File: src/rtl/clk_div_prog.sv
// Programmable clock divider with 50% duty for even and odd ratios.
// Divisor changes are queued in a pending register and applied only on a period boundary.
module clk_div_prog #(
    parameter int CNT_W   = 8,
    parameter int DIV_RST = 5
) (
    input  logic             clk,
    input  logic             rst,
    input  logic             en_i,
    input  logic             div_vld_i,
    input  logic [CNT_W-1:0] div_i,
    output logic             out,
    output logic             tick_o,
    output logic             pend_o,
    output logic             err_o,
    output logic [CNT_W-1:0] div_act_o
);

    typedef enum logic {
        IDLE = 1'b0,
        RUN  = 1'b1
    } state_t;

    localparam logic [CNT_W-1:0] ONE       = CNT_W'(1);
    localparam logic [CNT_W-1:0] TWO       = CNT_W'(2);
    localparam logic [CNT_W-1:0] DIV_RST_V = CNT_W'(DIV_RST);

    state_t           state_reg, state_next;
    logic [CNT_W-1:0] cnt_reg, cnt_next;
    logic [CNT_W-1:0] div_act_reg, div_act_next;
    logic [CNT_W-1:0] pend_div_reg, pend_div_next;
    logic             pend_reg, pend_next;
    logic             err_reg, err_next;
    logic             pos_reg, pos_next;
    logic             neg_reg;
    logic [CNT_W-1:0] last_cur;
    logic [CNT_W-1:0] half_next;
    logic             at_last;
    logic             wr_ok;
    logic             wr_bad;
    logic             apply;

    always_comb begin
        last_cur      = div_act_reg - ONE;
        at_last       = (state_reg == RUN) && (cnt_reg == last_cur);
        wr_ok         = div_vld_i && (div_i >= TWO);
        wr_bad        = div_vld_i && (div_i < TWO);
        // IDLE has no period in flight, so a pending divisor can be taken immediately.
        apply         = pend_reg && ((state_reg == IDLE) || at_last);

        state_next    = state_reg;
        case (state_reg)
            IDLE:    if (en_i) state_next = RUN;
            RUN:     if (at_last && !en_i) state_next = IDLE;
            default: state_next = IDLE;
        endcase

        cnt_next      = ((state_reg == RUN) && !at_last) ? cnt_reg + ONE : '0;
        div_act_next  = apply ? pend_div_reg : div_act_reg;
        pend_div_next = wr_ok ? div_i : pend_div_reg;
        pend_next     = wr_ok || (pend_reg && !apply);
        err_next      = wr_bad;

        // High phase is evaluated against the divisor that will be active next cycle,
        // so the first cycle after a switch already follows the new ratio.
        half_next     = div_act_next >> 1;
        pos_next      = (state_next == RUN) && (cnt_next < half_next);
    end

    always_ff @(posedge clk or negedge rst) begin
        if (!rst) begin
            state_reg    <= IDLE;
            cnt_reg      <= '0;
            div_act_reg  <= DIV_RST_V;
            pend_div_reg <= DIV_RST_V;
            pend_reg     <= 1'b0;
            err_reg      <= 1'b0;
            pos_reg      <= 1'b0;
        end else begin
            state_reg    <= state_next;
            cnt_reg      <= cnt_next;
            div_act_reg  <= div_act_next;
            pend_div_reg <= pend_div_next;
            pend_reg     <= pend_next;
            err_reg      <= err_next;
            pos_reg      <= pos_next;
        end
    end

    // Half-cycle stretch for odd ratios; it is always low at a period boundary,
    // so switching between even and odd selection cannot glitch.
    always_ff @(negedge clk or negedge rst) begin
        if (!rst) begin
            neg_reg <= 1'b0;
        end else begin
            neg_reg <= pos_reg;
        end
    end

    assign out       = div_act_reg[0] ? (pos_reg | neg_reg) : pos_reg;
    assign tick_o    = at_last;
    assign pend_o    = pend_reg;
    assign err_o     = err_reg;
    assign div_act_o = div_act_reg;

endmodule

File: config.mk
export PLATFORM = sky130hd
export DESIGN_NAME = clk_div_prog
export DESIGN_NICKNAME = d
export VERILOG_FILES = /design/src/rtl/clk_div_prog.sv
export SDC_FILE = /design/constraint.sdc
export NUM_CORES = 1
export LEC_CHECK = 0
export BUFFER_PORTS_ARGS = -buffer_cell sky130_fd_sc_hd__buf_2
export CORE_MARGIN = 2
export CORE_UTILIZATION = 50
export DETAILED_ROUTE_END_ITERATION = 10
export GPL_TIMING_DRIVEN = 0
export PLACE_DENSITY = 0.71
export SETUP_SLACK_MARGIN = 0.02
export SLEW_MARGIN = 30
export SYNTH_ARGS = -nofsm -noshare
export SYNTH_HDL_FRONTEND = slang
export SYNTH_SLANG_ARGS = --single-unit
File: constraint.sdc
create_clock -name clk -period 6.1 [get_ports clk]
set_input_delay 0.305 -clock clk [delete_from_list [all_inputs] [get_ports clk]]
set_output_delay 0.305 -clock clk [all_outputs]
set_load 0.01 [all_outputs]
==> results of run 1 <==
==> power groups by stage <==
stage	combinational [µW]	sequential, µW	clock (µW)
global route	18.0	202	119
global placement	14.4	204	0
CTS	15.6	201	111
finish	15.1	201	107
detailed placement	15.0	205	0
floorplan	6.41	204	0
==> synthesized netlist by cell type (3+ instances only) <==
cell,number,share of area
clkbuf_1,4,0.0095
ha_1,8,0.063
o21ai_0,6,0.019
inv_1,11,0.026
nor2_1,9,0.021
nand2_1,25,0.059
a21o_1,4,0.019
and3_1,3,0.012
mux2i_1,6,0.038
dfstp_2,4,0.066
xnor2_1,5,0.028
xor2_1,9,0.050
dfrtp_1,24,0.38
nand3_1,3,0.0095
==> final cells by class <==
cell class                 count  area (µm²)
buffer                         7        42.5
clock buffer                   8        48.8
fill                         277        1220
inverter                      11        41.3
multi-input combinational    112         769
sequential                    29         731
tap                           44        55.1
timing repair buffer          23         120
==> worst min path at each step <==
stage               cells after the start                           to  slack (ns)     start
detailed placement                      1              err_o$_DFF_PN0_        0.36       rst
floorplan                               0         cnt_reg[0]$_DFF_PN0_       0.009       rst
global placement                        1  pend_div_reg[7]$_DFFE_PN0P_        0.35       rst
finish                                  3  pend_div_reg[1]$_DFFE_PN0P_        0.18  div_i[1]
CTS                                     3  pend_div_reg[1]$_DFFE_PN0P_        0.17  div_i[1]
global route                            3  pend_div_reg[6]$_DFFE_PN0P_        0.18  div_i[6]
==> layout by cell type (no fill, tap or decap), drive strengths merged, types with 3 or more instances in the layout <==
cell     n
nand2   25
a21o     4
o21ai    6
ha       8
nand3    3
dfrtp   24
xnor2    5
nor2     9
inv     11
xor2     9
mux2i    6
buf     25
clkbuf  12
and3     3
dfstp    4
==> layer usage <==
layer | up-vias | global-route usage | routed length, µm
met5 | - | 0 | 0
met3 | 5 | 0.0606 | 123
li1 | 600 | - | -
met2 | 22 | 0.331 | 1490
met1 | 576 | 0.262 | 1410
met4 | 0 | 0.0667 | 48
==> through the flow <==
stage / hold WS [ns] / total power, µW / worst slack [ns]
global placement: 0.347 / 219 / 2.11
global route: 0.179 / 339 / 1.75
floorplan: 0.00941 / 210 / 2.24
detailed placement: 0.360 / 220 / 2.03
finish: 0.177 / 323 / 1.81
CTS: 0.166 / 327 / 1.80
==> worst reg2reg max path, delay by kind of cell, from the launching register on <==
kind	cells	cell delay, ns
multiplexers	1	0.26
AND/OR/NAND/NOR	1	0.37
flip-flops	1	0.53
adder cells (fa/ha/maj)	2	0.54
buffers and inverters	3	0.54
AO/OA/AOI/OAI	8	1.71
==> repair_timing <==
action / CTS / global route
setup buffers: 0 / 0
hold endpoints to repair: 8 / 0
hold buffers: 1 / 0
==> kinds of logic (layout without fill, tap and decap cells) <==
family,after synthesis,in the layout,synth area share
simple gates,60,60,0.191
mux,8,8,0.0521
flops,29,29,0.461
compound gates,22,22,0.102
fa+ha+maj,8,8,0.0632
xor+xnor,14,14,0.0774
buf+inv,18,49,0.0529
==> metrics.md, run 1 <==
| Metric | Value |
|---|---|
| Run status | `complete, no violations` |
| Worst-margin pin slew | `around 0.64 ns` |
| Tot GR Track Use | `0.204` |
| GPL Wtd Cong | `between 0.7 and 0.8` |
| First-pass GRT wire length | `between 5000 and 6000 µm` |
| Non-Filler Instances | `between 200 and 250` |
| Core area | `slightly above 3000 µm²` |
| Max Cap Violations | `0` |
| Diode count | `0` |
| CP required | `between 5 and 6 ns` |
| Num ports | `24` |
| Leakage | `roughly 0.0009 µW` |
| Peak supply drop | `111 µV` |
| Fraction of layout instances using a drive strength above 1 | `0.226` |
| Num rows | `20` |
| Syn nets | `179` |
| H-tree levels | `2` |
| Clk pwr share | `0.331` |
| Avg Inst Size Synth | `approximately 10 µm²` |
| Power Dens Cells | `~180 nW/µm²` |
| P_int | `250 µW` |
| Buf/Inv on CP | `1` |
| Initial antenna violation count | `0` |
| Clock buffer depth | `2` |
| Worst-Skew Late Latency | `about 0.33 ns` |
| Post-Place Cells | `roughly 230` |
| Syn Inst Count | `159` |
| Synth warnings | `0` |
| Levels on crit path | `2` |
| Drc violations | `0` |
| Crit Path Class | `reg -> out` |
| Sw Pwr | `73.1 µW` |
| Initial Util | `0.523` |
| Critical Path Start | `neg_reg$_DFF_NN0_` |
| Largest net degree at the start of global routing | `30` |
| R2R Setup Slk | `~2.0 ns` |
| Total gr overflow | `0` |
| Final Core Density | `0.597` |
| CP Max Fanout | `1` |
| Clock buffer count from CTS | `5` |
| Drt wl/cell | `roughly 13 µm` |
| Vias/cell | `between 5 and 6` |
| PostCTS Resize Cnt | `0` |
| Final setup TNS | `0 ns` |
| CP Capture Type | `primary output` |
| RR Endpoint | `pos_reg$_DFF_PN0_` |
| Final hold violation count | `0` |
| DIE AREA | `roughly 3600 µm²` |
| 1st-iter DRT viols | `48` |
| CP Launch Type | `flip-flop` |
| Critical path arrival | `3.98 ns` |
| Vias in the first global route | `roughly 1200` |
| DRT antenna net count | `0` |
| Worst path top cell family by delay | `flip-flops` |
| Ys async rst share | `1.00` |
| Final setup vio count | `0` |
| Min-Delay Path Class | `in -> reg` |
| Die Height | `about 60 µm` |
| Switching share of power | `0.226` |
| Mapped cell area | `around 1600 µm²` |
| Sinks on Clock Net | `29` |
| Routed WL | `just over 3000 µm` |
| Slowest CP cell | `dfrtn_1` |
| TritonCTS clock tree | `done` |
| Via count | `between 1000 and 1500` |
| Slew margin rel. | `0.575` |
| #FFs+latches synth | `29` |
| Max incr delay on CP | `about 0.33 ns` |
| Die X | `~60 µm` |
| Number of enable flip-flop cells after synthesis | `0` |
| Layout net count | `209` |
| Post-route design area | `approximately 1800 µm²` |
| Yosys cell types | `46` |
| Area after DPL | `1750 µm²` |
| CTS Root Buffer Type | `clkbuf_4` |
| Seq/Total Area, Yosys | `0.461` |
| Drt first pass iters | `4` |
| Dpl hpwl | `~2400 µm` |
| Area Growth Syn to Fin | `14.1%` |
| Clk slew on worst S/H paths | `0.08 ns` |
| Flop pwr share | `0.622` |
| Ys flop type | `dfrtp_1` |
| Comb pwr share | `0.047` |
| Clk_skew | `0.00882 ns` |
| Critical path endpoint | `out` |
| RSZ-0062 raised after global routing | `false` |
| Final Max Tran Viols | `0` |
| R2R Path Start | `div_act_o[0]$_DFFE_PN1P_` |
| Cell chain of the critical path | `a21o_1 > buf_2` |
| Worst r2r path cells | `15` |
| Buffers on Ports | `22` |
Note: power is estimated with default switching activity, not from simulation.
==> run 2: changes to the inputs <==
PLACE_DENSITY = 0.74   (was 0.71)
clock period = 3.9 ns   (was 6.1 ns; I/O delays follow)
==> metrics.md, run 2 (same netlist as run 1, synthesis figures left out) <==
| Metric | Value |
|---|---|
| Run status | `complete, no violations` |
| Clock buffer depth | `2 (unchanged)` |
| Min-Delay Path Class | `in -> reg` |
| H-tree levels | `2 (unchanged)` |
| RSZ-0062 raised after global routing | `false` |
| Worst setup margin | `0.233 ns (-1.58 ns)` |
| Drt first pass iters | `4 (unchanged)` |
| Area Growth Syn to Fin | `16.9%` |
| Num ports | `24 (unchanged)` |
| CP Max Fanout | `10 (+9)` |
| Clk slew on worst S/H paths | `0.09 ns (about the same)` |
| First-pass GRT wire length | `5440 µm (+1.6%)` |
| Critical path arrival | `3.88 ns (-0.10 ns)` |
| Leakage | `0.000943 µW (+2.2%)` |
| Vias/cell | `5.17 (+0.58%)` |
| TritonCTS clock tree | `done` |
| Fmax | `around 0.27 GHz` |
| Power Dens Cells | `292 nW/µm² (+64%)` |
| GPL Wtd Cong | `0.790 (-0.78%)` |
| Fraction of layout instances using a drive strength above 1 | `0.263 (+0.0368)` |
| CTS Root Buffer Type | `clkbuf_4` |
| Filler Cells Inserted | `261 (-5.8%)` |
| Routed WL | `3130 µm (+2.0%)` |
| Largest net degree at the start of global routing | `30 (unchanged)` |
| CP Capture Type | `flip-flop` |
| Clock buffer count from CTS | `5 (unchanged)` |
| Area after DPL | `1750 µm² (unchanged)` |
| Most common cell after layout, fill and taps aside | `nand2_1` |
| Crit Path Class | `reg -> reg` |
| Final setup TNS | `0 ns (unchanged)` |
| Initial Util | `0.523 (unchanged)` |
| Tot GR Track Use | `0.208 (+0.00381)` |
| Commonest cells after routing, fill and taps aside | `nand2_1 (25), buf_2 (23), dfrtp_1 (23)` |
| CP required | `4.11 ns (-1.68 ns)` |
| Die Height | `60.3 µm (unchanged)` |
| Slew margin rel. | `0.582 (+0.00661)` |
| Dpl hpwl | `2420 µm (+0.48%)` |
| DIE AREA | `3630 µm² (unchanged)` |
| CP Launch Type | `flip-flop` |
| Clk_skew | `0.00747 ns (-0.00135 ns)` |
| Post-route design area | `1850 µm² (+2.4%)` |
| Layout net count | `209 (unchanged)` |
| Dpl ws | `-0.169 ns (-2.20 ns)` |
| Final Max Tran Viols | `0 (unchanged)` |
| Worst-Skew Late Latency | `0.32 ns (about the same)` |
| Final hold violation count | `0 (unchanged)` |
| Total gr overflow | `0 (unchanged)` |
| Initial antenna violation count | `0 (unchanged)` |
| Core area | `3030 µm² (unchanged)` |
| Period utilization | `0.940` |
| Diode count | `0 (unchanged)` |
| R2R Setup Slk | `0.23 ns (-1.79 ns)` |
| Drt wl/cell | `13.4 µm (+2.0%)` |
| Sinks on Clock Net | `29 (unchanged)` |
| Buffers on Ports | `22 (unchanged)` |
| Max Cap Violations | `0 (unchanged)` |
| Worst-margin pin slew | `0.627 ns (-0.00991 ns)` |
| Via count | `1210 (+0.58%)` |
| Final setup vio count | `0 (unchanged)` |
| Peak supply drop | `233 µV (+110%)` |
| Fin crit period | `approximately 3.7 ns` |
| Vias in the first global route | `1243 (+4.3%)` |
| Num rows | `20 (unchanged)` |
| 1st-iter DRT viols | `41 (-15%)` |
| DRT antenna net count | `0 (unchanged)` |
| Die X | `60.3 µm (unchanged)` |
| Drc violations | `0 (unchanged)` |
-- run 2: where the power goes --
part,leakage (µW),internal (µW),switching (µW)
Clock,0.0000413,104,98.1
Sequential,0.000354,310,4.92
Combinational,0.000548,9.54,14.5
Total,0.000943,424,118
-- run 2: per-layer routing --
layer	track usage	routed length (µm)
met1	0.248	1350
met2	0.357	1620
met3	0.0541	110
met4	0.0794	57
met5	0	0
-- run 2: worst paths after layout --
| kind | from | end | cells past startpoint |
|---|---|---|---|
| setup / recovery | div_act_o[2]$_DFF_PN1_ | pos_reg$_DFF_PN0_ | 14 |
| hold / removal | div_i[7] | pend_div_reg[7]$_DFFE_PN0P_ | 3 |
| setup reg to reg | div_act_o[2]$_DFF_PN1_ | pos_reg$_DFF_PN0_ | 14 |
| hold reg to reg | pend_div_reg[5]$_DFFE_PN0P_ | pend_div_reg[5]$_DFFE_PN0P_ | 2 |
| max in group asynchronous | rst | neg_reg$_DFF_NN0_ | 2 |
| min in group asynchronous | rst | div_act_o[1]$_DFF_PN0_ | 2 |
-- run 2: critical path, stage by stage (launching register included) --
cell,delay [ns]
dfstp_2,0.38
buf_6,0.13
or3_1,0.41
or4_4,0.44
a21o_1,0.20
a211oi_4,0.28
o21a_2,0.19
buf_6,0.15
mux2i_2,0.25
ha_1,0.28
a21o_1,0.16
a21o_1,0.17
a21oi_1,0.13
o21ai_0,0.14
a2111oi_2,0.24
-- run 2: metrics by stage --
step                std cells  hold slack, ns  power (µW)   util
finish                    234          0.0802         541  0.612
global route              234          0.0840         567  0.612
CTS                       233          0.0633         547  0.603
detailed placement        225           0.247         344  0.578
global placement          225           0.233         342  0.578
floorplan                 159          -0.101         329      -
-- run 2: repair_timing --
item / in CTS / in global routing
gates cloned: 0 / 0
buffers inserted: 0 / 1
gates resized for setup: 0 / 4
pin swaps: 0 / 2
setup endpoints to repair: 1 / 1
endpoints found under the hold margin: 24 / 0
hold buffers: 1 / 0
-- run 2: final cells by class --
type | instances | area, µm² | share of cell area
Buffer | 6 | 38.8 | 0.0209
Multi-Input combinational cell | 112 | 787 | 0.425
Clock inverter | 1 | 5.00 | 0.00270
Sequential cell | 29 | 732 | 0.395
Tap cell | 44 | 55.1 | 0.0297
Inverter | 11 | 41.3 | 0.0223
Timing Repair Buffer | 24 | 128 | 0.0689
Clock buffer | 7 | 65.1 | 0.0351
==> run 3: changes to the inputs <==
CORE_ASPECT_RATIO = 0.6   (was default)
MAX_ROUTING_LAYER = met4   (was default)
==> metrics.md, run 3 (same netlist as run 1, synthesis figures left out) <==
| Metric | Value |
|---|---|
| Fraction of layout instances using a drive strength above 1 | `0.253 (-0.0105)` |
| Cell chain of the critical path | `buf_6 > or3_1 > or4_4 > a21o_1 > a211oi_4 > o21a_2 > buf_6 > mux2i_2 > ha_1 > a21o_1 > a21o_1 > a21oi_1 > o21ai_0 > a2111oi_2` |
| Clock buffer depth | `2 (unchanged)` |
| Filler Cells Inserted | `258 (-1.1%)` |
| R2R Setup Slk | `0.25 ns (+0.02 ns)` |
| Fmax | `0.274 GHz (+0.43%)` |
| Final Core Density | `0.631 (+0.0199)` |
| R2R Path Start | `div_act_o[2]$_DFF_PN1_` |
| DRT antenna net count | `0 (unchanged)` |
| Initial Util | `0.538 (+0.0144)` |
| Worst setup margin | `0.248 ns (+0.0158 ns)` |
| CP required | `4.08 ns (-0.03 ns)` |
| Clk_skew | `0.00981 ns (+0.00233 ns)` |
| Most common cell after layout, fill and taps aside | `nand2_1` |
| Critical path arrival | `3.83 ns (-0.05 ns)` |
| Max incr delay on CP | `0.43 ns (about the same)` |
| RSZ-0062 raised after global routing | `false` |
| Num rows | `15 (-25%)` |
| Sinks on Clock Net | `29 (unchanged)` |
| Num ports | `24 (unchanged)` |
| Worst path top cell family by delay | `compound AO/OA/AOI/OAI gates` |
| Area of the multi-input gates | `787 µm² (unchanged)` |
| 1st-iter DRT viols | `49 (+20%)` |
| Layout net count | `209 (unchanged)` |
| Fin crit period | `3.65 ns (-0.0158 ns)` |
| Initial antenna violation count | `0 (unchanged)` |
| First-pass GRT wire length | `5780 µm (+6.2%)` |
| Post-route design area | `1860 µm² (+0.47%)` |
| Non-Filler Instances | `232 (-0.85%)` |
| CP Max Fanout | `10 (unchanged)` |
| Drt first pass iters | `4 (unchanged)` |
| Post-Place Cells | `223 (-0.89%)` |
| Final setup TNS | `0 ns (unchanged)` |
| Commonest cells after routing, fill and taps aside | `nand2_1 (25), dfrtp_1 (24), buf_2 (23)` |
| H-tree levels | `2 (unchanged)` |
| Buffers on Ports | `22 (unchanged)` |
| TritonCTS clock tree | `done` |
| Total gr overflow | `0 (unchanged)` |
| CTS Root Buffer Type | `clkbuf_8` |
| Power Dens Cells | `311 nW/µm² (+6.3%)` |
| Levels on crit path | `14 (unchanged)` |
| Peak supply drop | `272 µV (+17%)` |
| Run status | `complete, no violations` |
| Final setup vio count | `0 (unchanged)` |
| Critical path endpoint | `pos_reg$_DFF_PN0_` |
| Leakage | `0.000948 µW (+0.57%)` |
| Dpl hpwl | `2660 µm (+9.8%)` |
| Tot GR Track Use | `0.225 (+0.0170)` |
| Buf/Inv on CP | `2 (unchanged)` |
| Die Height | `47.6 µm (-21%)` |
| GPL Wtd Cong | `0.809 (+2.4%)` |
| Core area | `2950 µm² (-2.7%)` |
| Routed WL | `3510 µm (+12%)` |
| Vias/cell | `5.39 (+4.3%)` |
| Slowest CP cell | `or4_4` |
| Worst-margin pin slew | `0.633 ns (+0.00633 ns)` |
| CP Launch Type | `flip-flop` |
| Storage cell area | `731 µm² (-0.17%)` |
| Min-Delay Path Class | `in -> reg` |
| Clk slew on worst S/H paths | `0.07 ns (-0.02 ns)` |
| Final hold violation count | `0 (unchanged)` |
| Area after DPL | `1750 µm² (-0.14%)` |
| Most common cell on crit path | `a21o_1` |
| DIE AREA | `3650 µm² (+0.41%)` |
| Final Max Tran Viols | `0 (unchanged)` |
| Max Cap Violations | `0 (unchanged)` |
| RR Endpoint | `pos_reg$_DFF_PN0_` |
| Vias in the first global route | `1202 (-3.3%)` |
| Area Growth Syn to Fin | `17.5%` |
| Worst-Skew Late Latency | `0.29 ns (-0.03 ns)` |
| Die X | `76.7 µm (+27%)` |
| Slew margin rel. | `0.578 (-0.00422)` |
| Worst r2r path cells | `14 (unchanged)` |
| Largest net degree at the start of global routing | `30 (unchanged)` |
| Clock buffer count from CTS | `5 (unchanged)` |
| CP Capture Type | `flip-flop` |
| Critical Path Start | `div_act_o[2]$_DFF_PN1_` |
| Via count | `1251 (+3.4%)` |
| Drt wl/cell | `15.1 µm (+13%)` |
| Dpl ws | `-0.134 ns (+0.0356 ns)` |
| Crit Path Class | `reg -> reg` |
| Drc violations | `0 (unchanged)` |
| Diode count | `0 (unchanged)` |
| Period utilization | `0.936 (-0.00405)` |
==> run 3: changes by cell type in the layout (fill, tap and decap cells not counted) <==
cell / change
clkbuf_4: -5
clkbuf_8: +3
clkbuf_1: +1
clkinv_2: +1
dfrtp_1: +1
dfrtp_2: -1
==> run 3: repair_timing <==
action,in CTS,in global routing
endpoints found under the setup margin,1,1
setup buffers,0,1
hold buffers,1,0
pin swaps,0,3
hold endpoints to repair,24,0
resized for setup,0,3
==> run 3: worst register-to-register path: stages, from the launching register on <==
cell	delay, ns
dfstp_2	0.37
buf_6	0.13
or3_1	0.40
or4_4	0.43
a21o_1	0.20
a211oi_4	0.33
o21a_2	0.21
buf_6	0.15
mux2i_2	0.25
ha_1	0.27
a21o_1	0.16
a21o_1	0.17
a21oi_1	0.14
o21ai_0	0.12
a2111oi_2	0.21
==> run 3: final cells by class <==
| type | instances | area share |
|---|---|---|
| multi-input combinational | 112 | 0.423 |
| tap | 42 | 0.0282 |
| clock inverter | 2 | 0.00538 |
| timing repair buffer | 24 | 0.0686 |
| inverter | 11 | 0.0222 |
| clock buffer | 6 | 0.0390 |
| buffer | 6 | 0.0208 |
| sequential | 29 | 0.393 |
==> run 3: worst min-delay path by stage <==
stage,end,start,slack (ns),cells past startpoint
global route,pend_div_reg[1]$_DFFE_PN0P_,div_i[1],0.13,3
floorplan,cnt_reg[0]$_DFF_PN0_,rst,-0.10,0
finish,pend_div_reg[4]$_DFFE_PN0P_,div_i[4],0.11,3
CTS,pend_div_reg[4]$_DFFE_PN0P_,div_i[4],0.10,3
detailed placement,cnt_reg[7]$_DFF_PN0_,rst,0.25,1
global placement,cnt_reg[7]$_DFF_PN0_,rst,0.24,1
==> run 3: per-stage QoR <==
step	power (µW)	hold slack, ns
final	578	0.109
after detailed placement	344	0.254
after global routing	598	0.125
after CTS	582	0.104
after global placement	343	0.238
after floorplan	329	-0.101
==> run 3: routing by layer <==
metal / track usage / wire, µm
met5: - / 0
met4: 0.0982 / 49
met3: 0.0755 / 253
met1: 0.280 / 1670
met2: 0.346 / 1540
==> run 3: power by group <==
part | total [µW] | internal [µW] | switching, µW
Sequential | 316 | 310 | 5.34
Combinational | 24.2 | 9.53 | 14.7
Clock | 238 | 123 | 115
Total | 578 | 443 | 135
